### src/rtl/trap_ctrl.sv
// Trap entry / MRET return sequencer for the RV32IM single-cycle core.
// Optional macro TRAP_VECTORED_EN enables vectored interrupt dispatch when mtvec mode is 01.
module trap_ctrl #(
    parameter logic [31:0] RESET_PC = 32'h0000_0000
) (
    input  logic        clk,
    input  logic        reset,
    input  logic        instr_valid,
    input  logic [31:0] pc,
    input  logic        exc_fetch_misalign,
    input  logic        exc_illegal,
    input  logic        exc_ebreak,
    input  logic        exc_ecall,
    input  logic        exc_load_misalign,
    input  logic        exc_store_misalign,
    input  logic        is_mret,
    input  logic        irq_ext,
    input  logic        mstatus_mie,
    input  logic [31:0] mtvec_in,
    input  logic [31:0] mepc_in,
    output logic        kill,
    output logic        stall,
    output logic        retire,
    output logic        trap_enter,
    output logic        trap_exit,
    output logic [31:0] exception_code,
    output logic [31:0] current_pc,
    output logic        redirect_valid,
    output logic [31:0] redirect_pc
);

    typedef enum logic [1:0] {
        S_RUN  = 2'd0,
        S_TRAP = 2'd1,
        S_RET  = 2'd2
    } state_t;

    state_t      state_q, state_d;
    logic        irq_q;
    logic [31:0] cause_q, cause_d;
    logic [31:0] epc_q, epc_d;

    logic        irq_take;
    logic        cause_vld;
    logic [31:0] cause_code;
    logic [31:0] vec_base;
    logic [31:0] trap_vec;

    always_ff @(posedge clk) begin
        if (reset) begin
            state_q <= S_RUN;
            irq_q   <= 1'b0;
            cause_q <= 32'd0;
            epc_q   <= 32'd0;
        end else begin
            state_q <= state_d;
            irq_q   <= irq_ext;
            cause_q <= cause_d;
            epc_q   <= epc_d;
        end
    end

    // Interrupt outranks every synchronous exception; lower entries only matter if nothing above fires.
    always_comb begin
        irq_take   = irq_q & mstatus_mie & instr_valid;
        cause_vld  = 1'b1;
        cause_code = 32'd0;
        if (irq_take) begin
            cause_code = 32'h8000_000B;
        end else if (instr_valid && exc_fetch_misalign) begin
            cause_code = 32'd0;
        end else if (instr_valid && exc_illegal) begin
            cause_code = 32'd2;
        end else if (instr_valid && exc_ebreak) begin
            cause_code = 32'd3;
        end else if (instr_valid && exc_ecall) begin
            cause_code = 32'd11;
        end else if (instr_valid && exc_load_misalign) begin
            cause_code = 32'd4;
        end else if (instr_valid && exc_store_misalign) begin
            cause_code = 32'd6;
        end else begin
            cause_vld = 1'b0;
        end
    end

    assign vec_base = {mtvec_in[31:2], 2'b00};

`ifdef TRAP_VECTORED_EN
    always_comb begin
        trap_vec = vec_base;
        if (mtvec_in[1:0] == 2'b01 && cause_q[31]) begin
            trap_vec = vec_base + {25'd0, cause_q[4:0], 2'b00};
        end
    end
`else
    logic unused_mtvec_mode;
    assign unused_mtvec_mode = ^mtvec_in[1:0];
    assign trap_vec          = vec_base;
`endif

    always_comb begin
        state_d        = state_q;
        cause_d        = cause_q;
        epc_d          = epc_q;
        kill           = 1'b0;
        stall          = 1'b0;
        retire         = 1'b0;
        trap_enter     = 1'b0;
        trap_exit      = 1'b0;
        exception_code = 32'd0;
        current_pc     = 32'd0;
        redirect_valid = 1'b0;
        redirect_pc    = RESET_PC;

        case (state_q)
            S_RUN: begin
                if (cause_vld) begin
                    kill    = 1'b1;
                    cause_d = cause_code;
                    epc_d   = pc;
                    state_d = S_TRAP;
                end else if (instr_valid && is_mret) begin
                    kill    = 1'b1;
                    state_d = S_RET;
                end else begin
                    retire = instr_valid;
                end
            end
            S_TRAP: begin
                trap_enter     = 1'b1;
                exception_code = cause_q;
                current_pc     = epc_q;
                stall          = 1'b1;
                redirect_valid = 1'b1;
                redirect_pc    = trap_vec;
                state_d        = S_RUN;
            end
            S_RET: begin
                trap_exit      = 1'b1;
                stall          = 1'b1;
                redirect_valid = 1'b1;
                redirect_pc    = mepc_in;
                state_d        = S_RUN;
            end
            default: begin
                state_d = S_RUN;
            end
        endcase

        // Reset forces quiet outputs so an in-flight trap/return never emits its pulse.
        if (reset) begin
            kill           = 1'b0;
            stall          = 1'b0;
            retire         = 1'b0;
            trap_enter     = 1'b0;
            trap_exit      = 1'b0;
            exception_code = 32'd0;
            current_pc     = 32'd0;
            redirect_valid = 1'b0;
            redirect_pc    = RESET_PC;
        end
    end

endmodule

### config.mk
export PLATFORM = sky130hd
export DESIGN_NAME = trap_ctrl
export DESIGN_NICKNAME = d
export VERILOG_FILES = /design/src/rtl/trap_ctrl.sv
export SDC_FILE = /design/constraint.sdc
export NUM_CORES = 1
export LEC_CHECK = 0
export ABC_CLOCK_PERIOD_IN_PS = 2350
export CORE_MARGIN = 5
export CORE_UTILIZATION = 35
export DETAILED_ROUTE_END_ITERATION = 10
export DONT_BUFFER_PORTS = 1
export PLACE_DENSITY = 0.57
export SYNTH_ARGS = -nofsm -noshare
export SYNTH_HDL_FRONTEND = slang
export SYNTH_SLANG_ARGS = --single-unit
### constraint.sdc
create_clock -name clk -period 2.35 [get_ports clk]
set_input_delay 0.47 -clock clk [delete_from_list [all_inputs] [get_ports clk]]
set_output_delay 0.47 -clock clk [all_outputs]
set_load 0.02 [all_outputs]
==> flow_metrics.env <==
export IMPL_status="finished clean"
export IMPL_grt_overflow_total=0
export IMPL_crit_end="redirect_pc[21]"
export IMPL_wl_met1_mm=2.67
export IMPL_firstDrtPassIters=4
export IMPL_leakage_nw=1.25
export IMPL_ios=210
export IMPL_fin_nets=427
export IMPL_synthDistinctLibCells=36
export IMPL_clk_latency_ps=280
export IMPL_dpl_cell_area_sq_um=2850
export IMPL_antenna_diode_count=0
export IMPL_worst_slack_ps=92.4
export IMPL_cts_num_sinks=40
export IMPL_synth_area_sq_um=2770
export IMPL_r2r_slack_ps=820
export IMPL_fill_cells=775
export IMPL_crit_path_max_fanout=14
export IMPL_clk_pin_slew_worst_paths_ps=80
export IMPL_netlist_area_leader_share_pct=28.9
export IMPL_die_x_microns=99.0
export IMPL_met3_length_microns=908
export IMPL_cts_htree_levels=2
export IMPL_fin_crit_sh_pct=96.1
export IMPL_dp_hpwl_mm=6.49
export IMPL_synthToLayoutAreaGrowth_pct=10.5
export IMPL_initial_utilization_pct=35.8
export IMPL_hold_buffers=0
export IMPL_synthTopCellsByArea="dfxtp_1, nand2b_1, mux2i_1"
export IMPL_ir_drop_uv=326
export IMPL_grt_pass1_vias=2147
export IMPL_critPathCaptureType="primary output"
export IMPL_clock_power_share_pct=32.0
export IMPL_fin_crit_ps=2260
export IMPL_post_route_util_pct=39.6
export IMPL_pwr_share_comb_pct=19.4
export IMPL_drv_slew=0
export IMPL_wirelength_mm=8.34
export IMPL_rr_worst_depth=6
export IMPL_grt_max_degree=77
export IMPL_rows=32
export IMPL_port_buffers=0
export IMPL_vias_per_cell=5.05
export IMPL_switchingPower_uw=425
export IMPL_wl_per_cell_microns=20.0
export IMPL_drc=0
export IMPL_avgSynthCellArea_sq_um=8.77
export IMPL_setup_viol_count_final=0
export IMPL_antenna_found_initial=0
export IMPL_sw_frac_of_total_pct=27.6
export IMPL_power_frac_seq_pct=48.6
export IMPL_seq_area_frac_synth_pct=28.9
export IMPL_r2r_start="state_q[1]$_SDFFE_PP0P_"
export IMPL_worstHoldPathType="primary input to register"
export IMPL_wl_met2_mm=4.66
export IMPL_dieArea_sq_um=9790
export IMPL_cts_buffer_depth=2
export IMPL_track_usage_pct=15.7
export IMPL_drive_gt1_share_pct=13.3
export IMPL_p_int_mw=1.11
export IMPL_grt_pass1_wl_mm=12.1
export IMPL_drtAntennaViolNets=0
export IMPL_root_buffer="clkbuf_8"
export IMPL_hold_viol=0
export IMPL_whs_ps=279
export IMPL_powerDensity_nw_per_um2=503
export IMPL_yosys_warnings=0
export IMPL_synth_top_area_cell="dfxtp_1"
export IMPL_layout_commonest_cell="nand2b_1"
export IMPL_vias=2110
export IMPL_gp_congestion=0.862
export IMPL_rsz0062_at_grt="no"
export IMPL_critPathRequiredTime_ps=1880
export IMPL_fin_area_sq_um=3060
export IMPL_hold_start="instr_valid"
export IMPL_skew_ps=6.22
export IMPL_core_sq_um=7730
export IMPL_path_class="register to primary output"
export IMPL_critical_path_startpoint="state_q[0]$_SDFFE_PP0P_"
export IMPL_fp_dieH_microns=99.0
export IMPL_max_cap_violations=0
export IMPL_cts_buffers_inserted=5
export IMPL_pre_cts_slack_ps=170
export IMPL_r2r_end="epc_q[6]$_SDFFE_PP0P_"
export IMPL_layout_common_cells="nand2b_1, dfxtp_1, and2_1"
export IMPL_syn_inst=316
export IMPL_routed_top_layer="met4"
export IMPL_ys_seq_elements=40
export IMPL_drtIter0Drc=86
export IMPL_cp_data_arrival_time_ps=1790
export IMPL_start_kind="register"
export IMPL_tns_ps=0
export IMPL_fmax_mhz=443
export IMPL_cts_tree="done"
repair_timing:
item / in CTS / in global routing
resized for setup: 5 / 8
pin swaps: 1 / 0
buffers inserted: 1 / 0
cloned: 0 / 2
setup endpoints to repair: 28 / 60
metrics by stage:
stage                     std cells  total power, mW
final                           418             1.54
after global routing            418             1.63
after CTS                       416             1.56
after detailed placement        408             1.05
after global placement          408             1.04
after floorplan                 342             1.05
cell type report:
class,count,area [sq um],area share (%)
clock buffers,7,96.3,3.15
inverters,5,18.8,0.613
flip-flops and latches,40,803,26.2
repair buffers,17,238,7.77
well taps,102,128,4.17
multi-input cells,247,1780,58.1
power by group through the flow:
stage / Clock, mW / Sequential [mW] / Combinational (mW)
detailed placement: 0 / 0.764 / 0.286
finish: 0.492 / 0.749 / 0.298
global route: 0.551 / 0.756 / 0.325
CTS: 0.521 / 0.749 / 0.292
floorplan: 0 / 0.757 / 0.290
global placement: 0 / 0.762 / 0.282
per-layer routing:
metal / vias to the layer above / global-route usage (%)
li1: 1010 / -
met1: 982 / 15.6
met4: 0 / 3.78
met5: - / 0
met2: 112 / 30.2
met3: 6 / 5.94
synthesized netlist by cell type (all sizes together):
master and number:
nand2b 66, dfxtp 40, and2 39, buf 37, mux2i 32, a22o 28, clkbuf 13, nor2b 8
a21oi 6, nand2 6, inv 5, a31oi 3, and3 3, ha 3, nand3 3, a211o 2
and3b 2, nor3 2, o211ai 2, o21ai 2, or2 2, a211oi 1, a221oi 1, a22oi 1
a311o 1, a32o 1, conb 1, mux2 1, nor2 1, nor3b 1, nor4 1, o21a 1
or4 1
flip-flops by register name, indices dropped and copies added, names as in the netlist:
register  cells
cause_q       5
irq_q         1
state_q       2
epc_q        32
worst min-delay path by stage:
stage | to | cells after the start
floorplan | epc_q[0]$_SDFFE_PP0P_ | 2
global placement | epc_q[13]$_SDFFE_PP0P_ | 2
detailed placement | epc_q[11]$_SDFFE_PP0P_ | 2
CTS | irq_q$_SDFF_PP0_ | 1
global route | irq_q$_SDFF_PP0_ | 1
finish | state_q[1]$_SDFFE_PP0P_ | 1
logic make-up (layout without fill, tap and decap cells):
group | Yosys count | count (layout) | share of synthesized area [%]
compound gates | 49 | 49 | 14.6
fa+ha+maj | 3 | 3 | 1.36
buf+inv | 55 | 29 | 12.6
flops | 40 | 40 | 28.9
mux | 33 | 33 | 12.0
other cells | 1 | 27 | 0.135
simple gates | 135 | 135 | 30.4
worst max-delay path, stage by stage (launching register included):
cell and delay, ps:
dfxtp_2 340, inv_2 50, ha_4 230, nor2b_4 130, and2_4 180, clkbuf_16 170
a22o_4 260, buf_12 130
Power figures use the tool's default switching activity.
